<file path="src/rtl/sramgen_sram_model_pipelined_if.sv">
// Access bus for the SRAM22 behavioural model: requester drives the command,
// the memory returns registered read data, its valid flag and the sense-amp strobe.
interface sramgen_sram_model_pipelined_if #(
  parameter int DATA_WIDTH  = 24,
  parameter int ADDR_WIDTH  = 6,
  parameter int WMASK_WIDTH = 1
);
  logic                   ce;
  logic                   we;
  logic [WMASK_WIDTH-1:0] wmask;
  logic [ADDR_WIDTH-1:0]  addr;
  logic [DATA_WIDTH-1:0]  din;
  logic [DATA_WIDTH-1:0]  dout;
  logic                   dout_valid;
  logic                   sae_int;

  modport master (
    output ce, we, wmask, addr, din,
    input  dout, dout_valid, sae_int
  );

  modport slave (
    input  ce, we, wmask, addr, din,
    output dout, dout_valid, sae_int
  );
endinterface

</file>
<file path="src/rtl/sramgen_sram_model_pipelined.sv">
// Parametrised single-port SRAM22 model with a READ_LATENCY-deep read pipeline.
// Optional macro SRAMGEN_WRITE_DOUT_X_EN: a write cycle drives dout to X.
module sramgen_sram_model_pipelined_lane #(
  parameter int LW         = 24,
  parameter int ADDR_WIDTH = 6,
  parameter int INIT_ZERO  = 1
) (
  input  logic                  clk,
  input  logic                  wr_en,
  input  logic [ADDR_WIDTH-1:0] addr,
  input  logic [LW-1:0]         din,
  output logic [LW-1:0]         rd_data
);
  localparam int DEPTH = 1 << ADDR_WIDTH;
  localparam logic [LW-1:0] FILL = (INIT_ZERO != 0) ? '0 : 'x;

  // Time-zero fill only; reset never touches the array.
  logic [LW-1:0] mem [DEPTH] = '{default: FILL};

  always_ff @(posedge clk)
    if (wr_en) mem[addr] <= din;

  assign rd_data = mem[addr];
endmodule

module sramgen_sram_model_pipelined #(
  parameter int DATA_WIDTH   = 24,
  parameter int ADDR_WIDTH   = 6,
  parameter int WMASK_WIDTH  = 1,
  parameter int READ_LATENCY = 1,
  parameter int INIT_ZERO    = 1
) (
  input logic                          clk,
  input logic                          reset,
  sramgen_sram_model_pipelined_if.slave bus
);
  localparam int LW     = DATA_WIDTH / WMASK_WIDTH;
  localparam int STAGES = READ_LATENCY - 1;

  if (READ_LATENCY < 1 || READ_LATENCY > 4) begin : g_bad_latency
    $error("sramgen_sram_model_pipelined: READ_LATENCY %0d outside 1..4", READ_LATENCY);
  end
  if (DATA_WIDTH % WMASK_WIDTH != 0) begin : g_bad_wmask
    $error("sramgen_sram_model_pipelined: WMASK_WIDTH %0d does not divide DATA_WIDTH %0d",
           WMASK_WIDTH, DATA_WIDTH);
  end

  logic                              rd_issue;
  logic                              wr_issue;
  logic [WMASK_WIDTH-1:0]            lane_wr;
  logic [WMASK_WIDTH-1:0][LW-1:0]    din_lanes;
  logic [WMASK_WIDTH-1:0][LW-1:0]    rd_lanes;
  logic [DATA_WIDTH-1:0]             rd_word;
  logic [STAGES:0]                   vld_pipe;
  logic                              emerge_v;
  logic [DATA_WIDTH-1:0]             emerge_d;

  // Reset outranks any access presented in the same cycle, writes included.
  assign rd_issue  = bus.ce & ~bus.we & ~reset;
  assign wr_issue  = bus.ce &  bus.we & ~reset;
  assign lane_wr   = bus.wmask & {WMASK_WIDTH{wr_issue}};
  assign din_lanes = bus.din;
  assign rd_word   = rd_lanes;

  for (genvar k = 0; k < WMASK_WIDTH; k++) begin : g_lane
    sramgen_sram_model_pipelined_lane #(
      .LW(LW), .ADDR_WIDTH(ADDR_WIDTH), .INIT_ZERO(INIT_ZERO)
    ) u_lane (
      .clk     (clk),
      .wr_en   (lane_wr[k]),
      .addr    (bus.addr),
      .din     (din_lanes[k]),
      .rd_data (rd_lanes[k])
    );
  end

  // vld_pipe[i] is set i edges after the issue edge; dout loads as vld_pipe[STAGES] sets.
  if (STAGES == 0) begin : g_direct
    assign emerge_v = rd_issue;
    assign emerge_d = rd_word;
  end else begin : g_pipe
    logic [DATA_WIDTH-1:0] dat_pipe [STAGES];
    always_ff @(posedge clk) begin
      dat_pipe[0] <= rd_word;
      for (int i = 1; i < STAGES; i++) dat_pipe[i] <= dat_pipe[i-1];
    end
    assign emerge_v = vld_pipe[STAGES-1];
    assign emerge_d = dat_pipe[STAGES-1];
  end

  always_ff @(posedge clk) begin
    if (reset) begin
      vld_pipe    <= '0;
      bus.dout    <= '0;
      bus.sae_int <= 1'b0;
    end else begin
      vld_pipe    <= (vld_pipe << 1) | (STAGES+1)'(rd_issue);
      bus.sae_int <= rd_issue;
      if (emerge_v) bus.dout <= emerge_d;
`ifdef SRAMGEN_WRITE_DOUT_X_EN
      else if (wr_issue) bus.dout <= 'x;
`endif
    end
  end

  assign bus.dout_valid = vld_pipe[STAGES];
endmodule

</file>
<file path="src/flat_wrapper.sv">
// flat-port wrapper written by rule: the top's interface ports become plain ports
module sramgen_sram_model_pipelined_flat 
#(
  parameter int DATA_WIDTH   = 24,
  parameter int ADDR_WIDTH   = 6,
  parameter int WMASK_WIDTH  = 1,
  parameter int READ_LATENCY = 1,
  parameter int INIT_ZERO    = 1
)
  (clk, reset, bus_ce, bus_we, bus_wmask, bus_addr, bus_din, bus_dout, bus_dout_valid, bus_sae_int);
  sramgen_sram_model_pipelined_if #(.DATA_WIDTH(DATA_WIDTH), .ADDR_WIDTH(ADDR_WIDTH), .WMASK_WIDTH(WMASK_WIDTH)) bus_i ();
  input logic clk;
  input logic reset;
  input wire logic [$bits(bus_i.ce)-1:0] bus_ce;
  input wire logic [$bits(bus_i.we)-1:0] bus_we;
  input wire logic [$bits(bus_i.wmask)-1:0] bus_wmask;
  input wire logic [$bits(bus_i.addr)-1:0] bus_addr;
  input wire logic [$bits(bus_i.din)-1:0] bus_din;
  output wire logic [$bits(bus_i.dout)-1:0] bus_dout;
  output wire logic [$bits(bus_i.dout_valid)-1:0] bus_dout_valid;
  output wire logic [$bits(bus_i.sae_int)-1:0] bus_sae_int;
  assign bus_i.ce = bus_ce;
  assign bus_i.we = bus_we;
  assign bus_i.wmask = bus_wmask;
  assign bus_i.addr = bus_addr;
  assign bus_i.din = bus_din;
  assign bus_dout = bus_i.dout;
  assign bus_dout_valid = bus_i.dout_valid;
  assign bus_sae_int = bus_i.sae_int;
  sramgen_sram_model_pipelined #(.DATA_WIDTH(DATA_WIDTH), .ADDR_WIDTH(ADDR_WIDTH), .WMASK_WIDTH(WMASK_WIDTH), .READ_LATENCY(READ_LATENCY), .INIT_ZERO(INIT_ZERO)) u_core (.clk(clk), .reset(reset), .bus(bus_i));
endmodule
</file>
<file path="config.mk">
export PLATFORM = sky130hd
export DESIGN_NAME = sramgen_sram_model_pipelined_flat
export DESIGN_NICKNAME = d
export VERILOG_FILES = /design/src/rtl/sramgen_sram_model_pipelined_if.sv /design/src/rtl/sramgen_sram_model_pipelined.sv /design/src/flat_wrapper.sv
export SDC_FILE = /design/constraint.sdc
export NUM_CORES = 1
export LEC_CHECK = 0
export ABC_AREA = 1
export ABC_CLOCK_PERIOD_IN_PS = 13000
export BUFFER_PORTS_ARGS = -buffer_cell sky130_fd_sc_hd__buf_2
export CAP_MARGIN = 40
export CELL_PAD_IN_SITES_DETAIL_PLACEMENT = 0
export CELL_PAD_IN_SITES_GLOBAL_PLACEMENT = 2
export CORE_ASPECT_RATIO = 1.2
export CORE_MARGIN = 3
export CORE_UTILIZATION = 45
export DETAILED_ROUTE_END_ITERATION = 8
export PLACE_DENSITY = 0.94
export SETUP_SLACK_MARGIN = 0.2
export SLEW_MARGIN = 5
export SYNTH_ARGS = -nofsm -noshare
export SYNTH_HDL_FRONTEND = slang
export SYNTH_HIERARCHICAL = 1
export SYNTH_SLANG_ARGS = --single-unit
</file>
<file path="constraint.sdc">
create_clock -name clk -period 13 [get_ports clk]
set_clock_uncertainty 0.05 [all_clocks]
set_input_delay 1.3 -clock clk [delete_from_list [all_inputs] [get_ports clk]]
set_output_delay 1.3 -clock clk [all_outputs]
set_load 0.05 [all_outputs]
</file>
==> results.md, run 1 <==
- The CTS H-tree depth is 4.
- The clock latency at the later pin of the worst-skew pair is 0.79 ns.
- The final layout contains 6515 nets.
- The final core utilization is 0.510.
- In the routed design, unresolved DRC markers number 0.
- Counting the buffers created by CTS gives 152.
- The height of the chip is 424 µm.
- In the final layout, the share of cells above drive strength 1 is 0.0767.
- The initial antenna violation count is 1.
- At the worst endpoint, the required time is 13.61 ns.
- The via density per instance is 5.13.
- The total design power is 10.6 mW.
- The leakage power is 30.6 nW.
- For this run, the top clock speed supported by timing is 206 MHz.
- The total length of routed wires is 186 mm.
- Pin placement for this block handled 61 I/O pins.
- In the final timing run, aggregate negative setup slack is 0 ns.
- The top cell types in the final layout, fill and taps aside, are 4306 x nand2_1, 1536 x edfxtp_1, 157 x clkbuf_16.
- The global-route usage over all layers is 0.245.
- The floorplan row count is 152.
- The remaining global-route overflow is 0.
- The placer congestion estimate is 0.850.
- The per-instance average area after synthesis is 10.2 µm².
- Entering global routing, the biggest net connects 159 pins.
- The critical path in this run is classified as input port to register.
- The power density of the placed cells is 144 nW/µm².
- The post-synthesis cell area is 65500 µm².
- The die is 354 µm wide.
- STA classifies the critical path endpoint as a register.
- On the critical path, the stage with the largest delay is an instance of buf_4.
- Headroom to the max-slew limit came out at 0.361.
- The total area inside the core boundary comes to 144000 µm².
- The wire length of the first global-routing pass is 273 mm.
- Yosys printed 6 warnings.
- The via count of the first global-routing pass is 41300.
- The repair_antennas step left the layout with diodes totalling 0.
- The final period demand of the worst path is 4.86 ns.
- The count of buffers added on input and output ports is 60.
- After synthesis, the cell types taking the most area are edfxtp_1 70%, nand2_1 25%, buf_2 1.5%.
- For the pin with the worst max-slew slack, the measured transition is 0.958 ns.
- The final worst-path cycle share is 0.374.
- The share of synthesized area in the top cell type comes to 0.704.
- The kind of cell adding the most delay to the critical path is buffers and inverters.
- Traced cell by cell, the critical path runs through buf_8 -> buf_4 -> inv_8 -> buf_4 -> buf_4 -> nand2_1 -> nand2_1 -> nand2_1 -> nand2_1 -> nand2_1 -> nand2_1 -> nor2_1 -> nand2_1 -> nand4_1 -> nand2_1.
- The initial utilization of the core area, before any placement, comes to 0.456.
- Across the run, the number of max-cap violations was 0.
- Setup repair after global routing left no endpoint under its margin.
- The die covers 150000 µm².
- The number of buffers inserted by post-CTS setup repair is 0.
- The total count of max-transition violations in the final report came to 0.
- The worst hold path passes through 2 cells.
- The net count after synthesis is 6476.
- CTS placed an instance of clkbuf_16 at the clock tree root.
- The sequential fraction of the synthesis area is 0.711.
- The number of cell instances on the worst register-to-register path is 12.
- The depth of the critical timing path with buffers and inverters included is 15.
- The distinct cell type count after synthesis is 20.
- In this run, the number of DRC markers left after iteration 0 of detailed routing was 4020.
- The arrival time at the worst endpoint is 5.47 ns.
- The routed length per instance is 21.9 µm.
- Buffers inserted to repair hold after CTS numbered 0.
- Once placement finished, the instance area stood at 68500 µm².
- After legalization and detailed placement, the total HPWL measured 102 mm.
- The number of iterations in the first detailed-routing pass is 6.
- The cell count after synthesis came out at 6441.
- The synthesized design spends more area on one cell type than any other, namely edfxtp_1.
- From synthesis to final layout, the design area changed by 11.9%.
- Synthesis inferred 1561 register bits.
- The most numerous cell type found on the critical path is nand2_1.
- The final-layout worst hold slack is 0.423 ns.
- The run finished with clean final reports.
- For this run, the slowest stage of the critical path takes 0.67 ns.
- In this run the worst path has a maximum fanout of 101.
- Leaving out fill and tap cells, the most frequent cell in the layout is nand2_1.
- The startpoint identified for the worst register-to-register timing path is u_core/g_lane[0].u_lane/mem[30][7].
- The final hold violation count is 0.
- Setup violations remaining at the end of the flow were counted as 0.
- The total number of vias is 43700.
- TritonCTS built the clock tree.
- The launching element of the worst setup path is bus_addr[1].
- The worst hold-check path type is register to register.
- The number of clock sinks seen by CTS is 1561.
- Clock-pin slew was measured on the worst setup and hold paths at 0.06 ns.
- The largest vdd supply drop is 0.140 mV.
- The number of cells upsized or downsized after cts is 0.
- Counting both buffers and inverters, the worst setup path holds a total of 5.
- The post-route antenna net violation count is 0.
- Counting along the longest clock path gives a buffer depth of 3.
- The area of all placed cells without fillers is 73300 µm².
- In this run the most critical hold path is launched from u_core/bus.dout[23].
- The element type at the critical path start is an input port.
where the power goes:
part           switching (mW)  internal [mW]  total (mW)
logic                   0.510          0.145       0.655
registers             0.00859           5.53        5.54
clock network            1.84           2.52        4.36
total                    2.36           8.20        10.6
worst min-delay path: stages, from the launching register on:
cell and delay, ns:
dfxtp_1 0.31, nand3_1 0.07, nand2_1 0.05
metrics by stage:
| step | worst slack [ns] | std cells |
|---|---|---|
| floorplan | 8.03 | 6441 |
| global placement | 7.41 | 8227 |
| detailed placement | 7.43 | 8251 |
| CTS | 8.26 | 8519 |
| global route | 8.07 | 8519 |
| finish | 8.14 | 8519 |
metal layers:
layer,track usage,vias to the layer above,part of all wire
li1,-,20900,-
met1,0.321,21000,0.41
met2,0.407,1535,0.48
met3,0.0301,315,0.062
met4,0.120,0,0.050
met5,0,-,0
final cells by class:
cell class / count / area (µm²)
Clock buffer: 192 / 4060
Clock inverter: 76 / 756
Fill cell: 12700 / 70500
Inverter: 32 / 140
Multi-Input combinational cell: 4521 / 17500
Sequential cell: 1561 / 46600
Tap cell: 1925 / 2410
Timing Repair Buffer: 212 / 1870
logic make-up after synthesis:
logic type	count (synthesis)	share of synthesized area
AO/OA/AOI/OAI	12	0.00111
AND/OR/NAND/NOR	4509	0.262
buffers and inverters	359	0.0258
flip-flops	1561	0.711
final timing paths:
check / endpoint / slack, ns
min reg2reg: u_core/bus.dout[23] / 0.42
max reg2reg: u_core/bus.dout[7] / 10.98
max: u_core/bus.dout[7] / 8.14
min: u_core/bus.dout[23] / 0.42
sequential cells by signal (all words and copies together) (netlist names):
| signal | flops |
|---|---|
| u_core/bus.dout | 24 |
| u_core/g_lane.u_lane/mem | 1536 |
| u_core/bus.dout_valid | 1 |
synth_stat cells:
library cell and count:
buf_1 24, buf_2 197, buf_4 14, buf_6 6, clkbuf_1 86, dfxtp_1 25, edfxtp_1 1536, inv_1 17
inv_2 15, nand2_1 4306, nand2_4 1, nand3_1 37, nand4_1 26, nor2_1 123, nor3_2 1, nor3_4 7
nor4_1 2, o211ai_1 5, o21ai_0 7, or2_2 6
No activity file was read; power rests on OpenSTA's default activity.
==> run 2, diff against run 1 <==
--- a/config.mk
+++ b/config.mk
@@ -6,16 +6,16 @@
 export NUM_CORES = 1
 export LEC_CHECK = 0
 export ABC_AREA = 1
-export ABC_CLOCK_PERIOD_IN_PS = 13000
+export ABC_CLOCK_PERIOD_IN_PS = 4400
 export BUFFER_PORTS_ARGS = -buffer_cell sky130_fd_sc_hd__buf_2
 export CAP_MARGIN = 40
 export CELL_PAD_IN_SITES_DETAIL_PLACEMENT = 0
 export CELL_PAD_IN_SITES_GLOBAL_PLACEMENT = 2
 export CORE_ASPECT_RATIO = 1.2
 export CORE_MARGIN = 3
-export CORE_UTILIZATION = 45
+export CORE_UTILIZATION = 38
 export DETAILED_ROUTE_END_ITERATION = 8
-export PLACE_DENSITY = 0.94
+export PLACE_DENSITY = 0.86
 export SETUP_SLACK_MARGIN = 0.2
 export SLEW_MARGIN = 5
 export SYNTH_ARGS = -nofsm -noshare
==> constraint.sdc (replaced) <==
create_clock -name clk -period 4.4 [get_ports clk]
set_clock_uncertainty 0.05 [all_clocks]
set_input_delay 0.44 -clock clk [delete_from_list [all_inputs] [get_ports clk]]
set_output_delay 0.44 -clock clk [all_outputs]
set_load 0.05 [all_outputs]
==> run 2 against run 1 <==
  * Cell count is 4.6% higher
  * Clock power grew to 3.0 times the previous value
  * Worst setup slack worse by 6.5 ns
  * First-iteration DRC count is 3.8% lower
  * Sequential power grew to 3.0 times the previous value
  * Critical path depth stayed put
  * Non-clock buffer count is 32 higher
  * Critical path type unchanged
==> results.md, run 2 (synthesis results as in run 1) <==
- The post-route antenna net violation count was 0 (unchanged).
- The largest vdd supply drop is 0.392 mV (+180%).
- The critical path's slowest cell is nor2_1.
- The number of fill cells in the layout is 16200 (+27%).
- The run finished with clean final reports.
- The final hold violation count was 0 (unchanged).
- The initial antenna violation count is 14 (+13).
- The pin count of the biggest net entering global routing is 151 (-5.0%).
- The global-route usage over all layers is 0.222 (-0.0237).
- The height of the chip came to 461 µm (+8.7%).
- The worst setup path is captured at a register.
- The library cell used most frequently in the layout, excluding fill and tap cells, is nand2_1.
- From synthesis to final layout, the design area changed by 12.9%.
- The launching element of the worst setup path is bus_addr[0].
- The placer congestion estimate is 0.913 (+7.4%).
- The total number of vias is 44300 (+1.5%).
- The final setup violation count is 0 (unchanged).
- The floorplan row count is 166 (+9.2%).
- The final worst-path cycle share is 0.626.
- The element type at the critical path start is an input port.
- The leakage power was 30.7 nW (+0.59%).
- The flip-flop count of the largest register after layout was 1536 (unchanged).
- The clock-pin slew of the registers on the worst-case setup and hold paths came to 0.06 ns (about the same).
- The clock tree from TritonCTS is built.
- The die width is 385 µm (+8.7%).
- The setup TNS is 0 ns (unchanged).
- The initial DRC count is 3868 (-3.8%).
- Counting stages on the worst path, the most repeated cell is nand2_1.
- The effective utilization at floorplan came to 0.383 (-0.0724).
- The routed length per instance came to 22.2 µm (+1.4%).
- The power density of the placed cells is 422 nW/µm² (+190%).
- The final HPWL from detailed placement is 113 mm (+10%).
- The number of buffers inserted by post-CTS setup repair was 0 (unchanged).
- The share of post-route cells with drive strength above 1 is 0.0820 (+0.00522).
- u_core/g_lane.u_lane/mem holds more flip-flops than any other register.
- The final core utilization is 0.433 (-0.0770).
- The via density per instance is 4.98 (-3.0%).
- The area of the placeable core was 171000 µm² (+19%).
- The critical path's largest stage delay is 0.62 ns (-0.05 ns).
- The via count of the first global-routing pass is 41800 (+1.1%).
- The total length of routed wires is 198 mm (+6.1%).
- The total of buffers placed on input and output ports is 60 (unchanged).
- The kind of cell adding the most delay to the critical path is simple AND/OR/NAND/NOR gates.
- In the layout the commonest cells are 4306 x nand2_1, 1536 x edfxtp_1, 161 x clkbuf_16.
- The critical path goes through buf_8 -> inv_8 -> buf_4 -> nand2_1 -> nand2_1 -> nand2_1 -> nand2_1 -> nand2_1 -> nand2_1 -> nand2_1 -> nand2_1 -> nor2_1 -> nand2_1 -> nand4_1 -> nand2_1.
- The number of clock sinks seen by CTS is 1561 (unchanged).
- The number of iterations in the first detailed-routing pass is 5 (-1).
- The data required time at the worst endpoint is 5.04 ns (-8.57 ns).
- For this run, the top clock speed supported by timing is 363 MHz.
- Setup repair after global routing left no endpoint under its margin.
- The number of top-level design ports is 61 (unchanged).
- In this run the critical register-to-register path is launched from u_core/g_lane[0].u_lane/mem[19][13].
- The slew of the pin with the lowest slew margin came to 0.912 ns (-0.0465 ns).
- The remaining global-route overflow is 0 (unchanged).
- The CTS buffer count is 153 (+0.66%).
- The max-capacitance violation count came to 0 (unchanged).
- The worst hold path belongs to the class input port to register.
- The area used by sequential logic in the layout is 46600 µm² (unchanged).
- By startpoint and endpoint, the worst setup path is classified as input port to register.
- The CTS H-tree depth is 4 (unchanged).
- The total buffers and inverters traversed by the critical path is 3 (-2).
- The area of the die is 178000 µm² (+18%).
- The maximum clock path buffer count is 3 (unchanged).
- The peak fanout along the critical path was 71 (-30%).
- The startpoint of the tightest hold check path is bus_din[13].
- The routed design could run at a clock period as short as 2.75 ns.
- The clock latency at the later pin of the worst-skew pair is 0.80 ns (about the same).
- The arrival time at the worst endpoint is 3.39 ns (-2.08 ns).
- The clock tree root buffer cell is clkbuf_16.
- The number of remaining DRC errors is 0 (unchanged).
- The wire length of the first global-routing pass is 288 mm (+5.5%).
- The total count of max-transition violations in the final report was 0 (unchanged).
- The count of nets after finishing is 6548 (+0.51%).
- The area of the multi-input gates came to 17400 µm² (-0.29%).
- The headroom to the max-slew limit came to 0.392 (+0.0310).
[run 2: cell types whose count changed in the layout (fill, tap and decap cells not counted), sizes merged]
cell	previous run	this run
buf	211	241
bufinv	16	10
clkbuf	193	203
clkinv	56	59
clkinvlp	2	3
diode	0	5
dlygate4sd3	0	2
inv	34	38
[run 2: layer usage]
layer  share of wire  vias up  GRT usage
met5        0.000035        -          0
met4           0.040        2     0.0839
met3           0.065      305     0.0413
met2            0.48     1395      0.366
li1                -    21000          -
met1            0.42    21700      0.291
[run 2: through the flow]
stage	power, mW	hold slack (ns)	setup WS, ns	cell area [µm²]	cells
after floorplan	17.8	0.462	0.295	65500	6441
after global placement	18.7	0.408	0.860	68900	8613
after detailed placement	18.7	0.412	0.900	69100	8623
after CTS	31.5	0.0410	1.77	74000	8905
after global routing	32.2	0.0639	1.47	74000	8907
final	31.2	0.0713	1.65	74000	8911
[run 2: path summary, 6_finish.rpt]
kind / slack [ns] / cells past startpoint / endpoint
max reg2reg: 2.21 / 12 / u_core/bus.dout[13]
max: 1.65 / 15 / u_core/bus.dout[7]
min: 0.07 / 1 / u_core/g_lane[0].u_lane/mem[56][13]
min reg2reg: 0.43 / 2 / u_core/bus.dout[7]
[run 2: final cells by class]
type	count	share of cell area
Antenna cell	5	0.000169
Clock buffer	202	0.0565
Clock inverter	78	0.00898
Inverter	32	0.00193
Multi-Input combinational cell	4521	0.235
Sequential cell	1561	0.630
Tap cell	2268	0.0383
Timing Repair Buffer	244	0.0289
[run 2: power by group]
group | total (mW) | leakage, nW | internal, mW | switching [mW]
clock | 12.9 | 2.37 | 7.28 | 5.59
combinational | 1.99 | 14.4 | 0.444 | 1.55
sequential | 16.4 | 14.0 | 16.3 | 0.0222
[run 2: what timing repair did]
action                    in CTS  in global routing
hold buffers                   2                  0
resized for setup              0                  0
hold endpoints to repair       9                  0
[run 2: worst register-to-register path, stage by stage (launching register included)]
cell      delay [ns]
edfxtp_1        0.36
nand2_1         0.07
nand2_1         0.07
nand2_1         0.06
nand2_1         0.10
nand2_1         0.08
nand2_1         0.05
nand2_1         0.09
nand2_1         0.22
nor2_1          0.60
nand2_1         0.14
nand4_1         0.14
nand2_1         0.06
